$ cat config.mk
export PLATFORM = sky130hd
export DESIGN_NAME = conv_window_gen_flat
export DESIGN_NICKNAME = d
export VERILOG_FILES = /design/src/rtl/cnn_pkg.sv /design/src/rtl/conv_window_gen_if.sv /design/src/rtl/line_buffer.sv /design/src/rtl/conv_window_gen.sv /design/src/flat_wrapper.sv
export SDC_FILE = /design/constraint.sdc
export NUM_CORES = 2
export LEC_CHECK = 0
export CORE_MARGIN = 10
export CORE_UTILIZATION = 50
export CTS_CLUSTER_SIZE = 40
export DETAILED_ROUTE_END_ITERATION = 8
export HOLD_SLACK_MARGIN = 0.08
export PLACE_DENSITY = 0.65
export SYNTH_ARGS = -nofsm -noshare
export SYNTH_HDL_FRONTEND = slang
export SYNTH_SLANG_ARGS = --single-unit
$ cat constraint.sdc
create_clock -name clk -period 19.3 [get_ports clk]
set_input_delay 2.895 -clock clk [delete_from_list [all_inputs] [get_ports clk]]
set_output_delay 2.895 -clock clk [all_outputs]
set_load 0.05 [all_outputs]
$ cat src/rtl/cnn_pkg.sv
// cnn_pkg: shared widths, FSM state codes and window index constants for the conv window generator
package cnn_pkg;
    localparam int DATA_W = 32;
    typedef logic [1:0] state_t;
    localparam state_t IDLE = 2'd0;
    localparam state_t RUN = 2'd1;
    localparam state_t DONE = 2'd2;
    localparam int WIN_N = 9;
    localparam int WIN_TL = 0;
    localparam int WIN_BR = 8;
endpackage

$ cat src/rtl/conv_window_gen_if.sv
// conv_window_gen_if: pixel input stream and 3x3 window output stream
interface conv_window_gen_if import cnn_pkg::*; #(parameter int DATA_W = cnn_pkg::DATA_W);
    logic in_valid;
    logic in_ready;
    logic [DATA_W-1:0] in_data;
    logic out_valid;
    logic out_ready;
    logic out_last;
    logic [WIN_N*DATA_W-1:0] window;
    modport master (output in_valid, in_data, out_ready, input in_ready, out_valid, out_last, window);
    modport slave (input in_valid, in_data, out_ready, output in_ready, out_valid, out_last, window);
endinterface

$ cat src/rtl/line_buffer.sv
// line_buffer: one image row of storage, read-before-write at a shared column address
module line_buffer #(
    parameter int DEPTH = 32,
    parameter int DATA_W = 32
) (
    input  logic                     clk,
    input  logic                     we,
    input  logic [$clog2(DEPTH)-1:0] addr,
    input  logic [DATA_W-1:0]        wdata,
    output logic [DATA_W-1:0]        rdata
);
    logic [DATA_W-1:0] mem [DEPTH];
    assign rdata = mem[addr];
    always_ff @(posedge clk)
        if (we) mem[addr] <= wdata;
endmodule

$ cat src/rtl/conv_window_gen.sv
// conv_window_gen: turns a raster pixel stream into a stream of 3x3 windows
module conv_window_gen import cnn_pkg::*; #(
    parameter int IMG_W = 32,
    parameter int IMG_H = 32,
    parameter int DATA_W = cnn_pkg::DATA_W
) (
    input  logic clk,
    input  logic rst,
    input  logic start,
    output logic done,
    conv_window_gen_if.slave bus
);
    localparam int CW = $clog2(IMG_W);
    localparam int RW = $clog2(IMG_H);
    localparam logic [CW-1:0] COL_MAX = CW'(IMG_W - 1);
    localparam logic [RW-1:0] ROW_MAX = RW'(IMG_H - 1);
    state_t state;
    logic [CW-1:0] col;
    logic [RW-1:0] row;
    logic more, xfer, load, last_px;
    logic [DATA_W-1:0] up1, up2;
    logic [DATA_W-1:0] sr [3][3];
    assign bus.in_ready = state == RUN && more && (!bus.out_valid || bus.out_ready);
    assign xfer = bus.in_valid && bus.in_ready;
    assign load = xfer && row >= RW'(2) && col >= CW'(2);
    assign last_px = row == ROW_MAX && col == COL_MAX;
    assign done = state == DONE;
    // lb_r1 holds the previous row; it cascades into lb_r2 so that one holds the row before
    line_buffer #(.DEPTH(IMG_W), .DATA_W(DATA_W)) lb_r1 (
        .clk(clk), .we(xfer), .addr(col), .wdata(bus.in_data), .rdata(up1)
    );
    line_buffer #(.DEPTH(IMG_W), .DATA_W(DATA_W)) lb_r2 (
        .clk(clk), .we(xfer), .addr(col), .wdata(up1), .rdata(up2)
    );
    for (genvar i = 0; i < 3; i++) begin : g_row
        for (genvar j = 0; j < 3; j++) begin : g_col
            assign bus.window[(3*i+j)*DATA_W +: DATA_W] = sr[i][j];
        end
    end
    always_ff @(posedge clk) begin
        if (!rst) begin
            state <= IDLE;
            col <= '0;
            row <= '0;
            more <= 1'b0;
            bus.out_valid <= 1'b0;
            bus.out_last <= 1'b0;
            sr <= '{default: '0};
        end else begin
            state <= state == IDLE ? (start ? RUN : IDLE)
                   : state == RUN ? (!more && bus.out_valid && bus.out_ready && bus.out_last ? DONE : RUN)
                   : IDLE;
            if (state == IDLE && start) begin
                col <= '0;
                row <= '0;
                more <= 1'b1;
            end else if (xfer) begin
                col <= col == COL_MAX ? '0 : col + CW'(1);
                row <= col == COL_MAX ? row + RW'(1) : row;
                more <= !last_px;
                for (int i = 0; i < 3; i++) begin
                    sr[i][0] <= sr[i][1];
                    sr[i][1] <= sr[i][2];
                end
                sr[0][2] <= up2;
                sr[1][2] <= up1;
                sr[2][2] <= bus.in_data;
            end
            bus.out_valid <= load || (bus.out_valid && !bus.out_ready);
            bus.out_last <= load ? last_px : bus.out_last && !bus.out_ready;
        end
    end
endmodule

$ cat src/flat_wrapper.sv
// flat-port wrapper written by rule: the top's interface ports become plain ports
module conv_window_gen_flat import cnn_pkg::*;
#(
    parameter int IMG_W = 32,
    parameter int IMG_H = 32,
    parameter int DATA_W = cnn_pkg::DATA_W
)
  (clk, rst, start, done, bus_in_valid, bus_in_data, bus_out_ready, bus_in_ready, bus_out_valid, bus_out_last, bus_window);
  conv_window_gen_if #(.DATA_W(DATA_W)) bus_i ();
  input  logic clk;
  input  logic rst;
  input  logic start;
  output logic done;
  input wire logic [$bits(bus_i.in_valid)-1:0] bus_in_valid;
  input wire logic [$bits(bus_i.in_data)-1:0] bus_in_data;
  input wire logic [$bits(bus_i.out_ready)-1:0] bus_out_ready;
  output wire logic [$bits(bus_i.in_ready)-1:0] bus_in_ready;
  output wire logic [$bits(bus_i.out_valid)-1:0] bus_out_valid;
  output wire logic [$bits(bus_i.out_last)-1:0] bus_out_last;
  output wire logic [$bits(bus_i.window)-1:0] bus_window;
  assign bus_i.in_valid = bus_in_valid;
  assign bus_i.in_data = bus_in_data;
  assign bus_i.out_ready = bus_out_ready;
  assign bus_in_ready = bus_i.in_ready;
  assign bus_out_valid = bus_i.out_valid;
  assign bus_out_last = bus_i.out_last;
  assign bus_window = bus_i.window;
  conv_window_gen #(.IMG_W(IMG_W), .IMG_H(IMG_H), .DATA_W(DATA_W)) u_core (.clk(clk), .rst(rst), .start(start), .done(done), .bus(bus_i));
endmodule
==> impl_metrics.toml <==
[sta]
finalHoldViolCount = 0
period_minus_slack_ns = 7.48
rsz0062_at_grt = "false"
finalCritPeriodShare_pct = 38.8
setup_slack_ns = 11.82
setup_viol = 0
relSlewSlack_pct = 11.5
fin_tns_setup_ns = 0
skew_ns = 0.0463
timing.fmax_ghz = 0.134
tightest_slew_ns = 1.32
drv_slew = 0

[cts]
clock_sinks = 2356
clockRootBuffer = "clkbuf_16"
post_cts_buffers = 0
cts_resized = 0
ctsLongestPathBuffers = 3
insertion_delay_ns = 0.88
htree_levels = 4
cts_tree = "built"
cts_buffers = 223
cts_hold_buf = 0
clkTransAtPathRegs_ns = 0.06

[critical_path]
arrival_ns = 4.58
crit_type = "in2out"
crit_fanout = 4
cp-end-kind = "output port"
required_ns = 16.41
critPathLaunchType = "primary input"

[synth]
syn_area_um2 = 89900
avgSynthCellArea_um2 = 17.4
ys_warn_count = 0
yosysSeqAreaShare_pct = 75.3
ys_ff_latch = 2356
synth_nets = 5207
ys_types = 51
netlist_instances = 5162

[final_layout]
finalInstanceArea_um2 = 104000
finalNetCount = 5571
fill_cells = 13400
drive_above_1_share_pct = 13.6
area_growth_pct = 15.1

[placed_design]
post_dp_cell_area_um2 = 96200
gp_congestion = 0.798
portBuffers = 328
dp_hpwl_mm = 128
preCtsSetupSlack_ns = 11.82

[floorplanning]
rows = 155
die_w_um = 444
initial_core_util_pct = 50.3
die_h_um = 444
core_region_area_um2 = 179000
die-area_um2 = 197000
io_pins = 329

[route]
route.detailed.drc = 0
drtPass1Iterations = 6
via_per_inst = 5.99
routedWlPerCell_um = 29.1
wirelength_mm = 235
drt_iter0_markers = 5343
vias = 48400
antenna_left = 0

[worst_hold_path]
hold_path_class = "reg2reg"

[power_and_ir_drop]
total_power_mw = 10.0
vdd_drop_max_v = 0.000102
p_per_area_nw_per_um2 = 96.9
power_leakage_nw = 31.0

[global_routing]
antenna_found_initial = 5
grt_pass1_wl_mm = 340
grt_pass1_vias = 48100
grt_start_max_net_pins = 148
grt_overflow = 0
track_usage_pct = 23.2

[job]
cap_violations = 0

[status]
status = "complete, no violations"
[report_power, final]
| part | switching [mW] | total, mW | internal (mW) |
|---|---|---|---|
| clock network | 1.89 | 4.33 | 2.44 |
| logic | 0.129 | 0.177 | 0.0487 |
| registers | 0.00922 | 5.53 | 5.52 |
| total | 2.03 | 10.0 | 8.01 |
[synth_stat cells (all sizes together)]
library cell  instances  share of area, %
nor4b                 1            0.0097
a31oi                 7             0.049
o211ai               25              0.21
nand4                 2             0.014
o21ai                46              0.26
or3b                  1            0.0097
o2111ai               1            0.0097
a21oi               216               1.2
buf                 157               1.1
edfxtp             2048                68
or2                   1            0.0070
and4                  1            0.0097
or3                   1            0.0070
or4                   2             0.017
a41oi                 1            0.0097
o21ba                32              0.36
a31o                  4             0.039
mux4                190               4.8
a221oi                8             0.078
and2                  4             0.028
nand2b               10             0.070
ha                    8              0.11
nor4                 32              0.45
nor3                 16             0.089
dfxtp               308               6.9
clkbuf              175              0.74
a22oi               320               2.7
xor2                  2             0.019
inv                   4             0.017
a311oi                1            0.0097
xnor2                 1            0.0097
mux2i               672               7.5
nand2               524               2.2
o221a                27              0.34
a22o                  1            0.0097
a32oi                 1            0.0097
nor2b                12             0.083
nor2                 31              0.13
a21boi              228               1.9
and4b                 1             0.011
nand3                35              0.19
and3                  5             0.035
[state kept, by name, indices dropped and copies added, names as in the netlist, named ones only]
name and count:
u_core.bus.out_last 1, u_core.bus.out_valid 1, u_core.bus.window 288, u_core.col 5, u_core.lb_r1.mem 1024, u_core.lb_r2.mem 1024
u_core.more 1, u_core.row 5, u_core.state 2
[per-stage QoR]
step	utilization, %	std cells	hold WS, ns
after floorplan	-	5162	0.454
after global placement	53.9	7656	0.450
after detailed placement	53.9	7656	0.457
after CTS	58.0	8076	0.465
after global routing	58.0	8077	0.486
final	58.0	8080	0.462
[metal layers]
| layer | routed length [um] | global-route usage [%] |
|---|---|---|
| met5 | 13 | 0 |
| met4 | 7190 | 7.26 |
| met3 | 18500 | 4.74 |
| met2 | 113000 | 37.7 |
| met1 | 96600 | 31.7 |
[worst paths after layout]
check / start / endpoint / slack [ns] / depth (start not counted)
worst max-delay path: bus_out_ready / bus_in_ready / 11.82 / 4
worst min-delay path: u_core.bus.window[99]$_SDFFE_PN0P_ / u_core.bus.window[99]$_SDFFE_PN0P_ / 0.46 / 2
worst max register to register: flop / u_core.lb_r2.mem[10][24]$_DFFE_PP_ / 13.66 / 8
worst min register to register: u_core.bus.window[99]$_SDFFE_PN0P_ / u_core.bus.window[99]$_SDFFE_PN0P_ / 0.46 / 2
[cell families after synthesis]
group | after synthesis | synth area share (%)
compound gates | 918 | 7.15
simple gates | 679 | 3.35
buf+inv | 336 | 1.87
fa+ha+maj | 8 | 0.111
flops | 2356 | 75.3
xor+xnor | 3 | 0.0292
mux | 862 | 12.2
[placed cells by master, fill, tap and decap left out, types with 136 or more instances in the layout]
| master | count |
|---|---|
| mux4_2 | 190 |
| edfxtp_1 | 2048 |
| mux2i_1 | 672 |
| nand2_1 | 522 |
| buf_4 | 136 |
| dfxtp_1 | 303 |
| a22oi_1 | 320 |
| a21boi_0 | 227 |
| a21oi_1 | 216 |
| clkdlybuf4s50_1 | 327 |
| clkbuf_16 | 227 |
[cell type report]
| type | count | area, um2 | area share (%) |
|---|---|---|---|
| diodes | 4 | 10.0 | 0.00967 |
| clock buffers | 305 | 6200 | 5.99 |
| clock inverters | 115 | 1080 | 1.05 |
| inverters | 4 | 15.0 | 0.0145 |
| multi-input cells | 2470 | 21100 | 20.4 |
| flip-flops and latches | 2356 | 67700 | 65.4 |
| well taps | 2355 | 2950 | 2.85 |
| repair buffers | 471 | 4450 | 4.30 |
[worst max-delay path, cell delays in order]
cell and delay [ns]:
clkdlybuf4s50_1 0.49, nand2b_1 0.17, and3_1 0.21, clkdlybuf4s50_1 0.82
(Power assumes the default switching activity.)
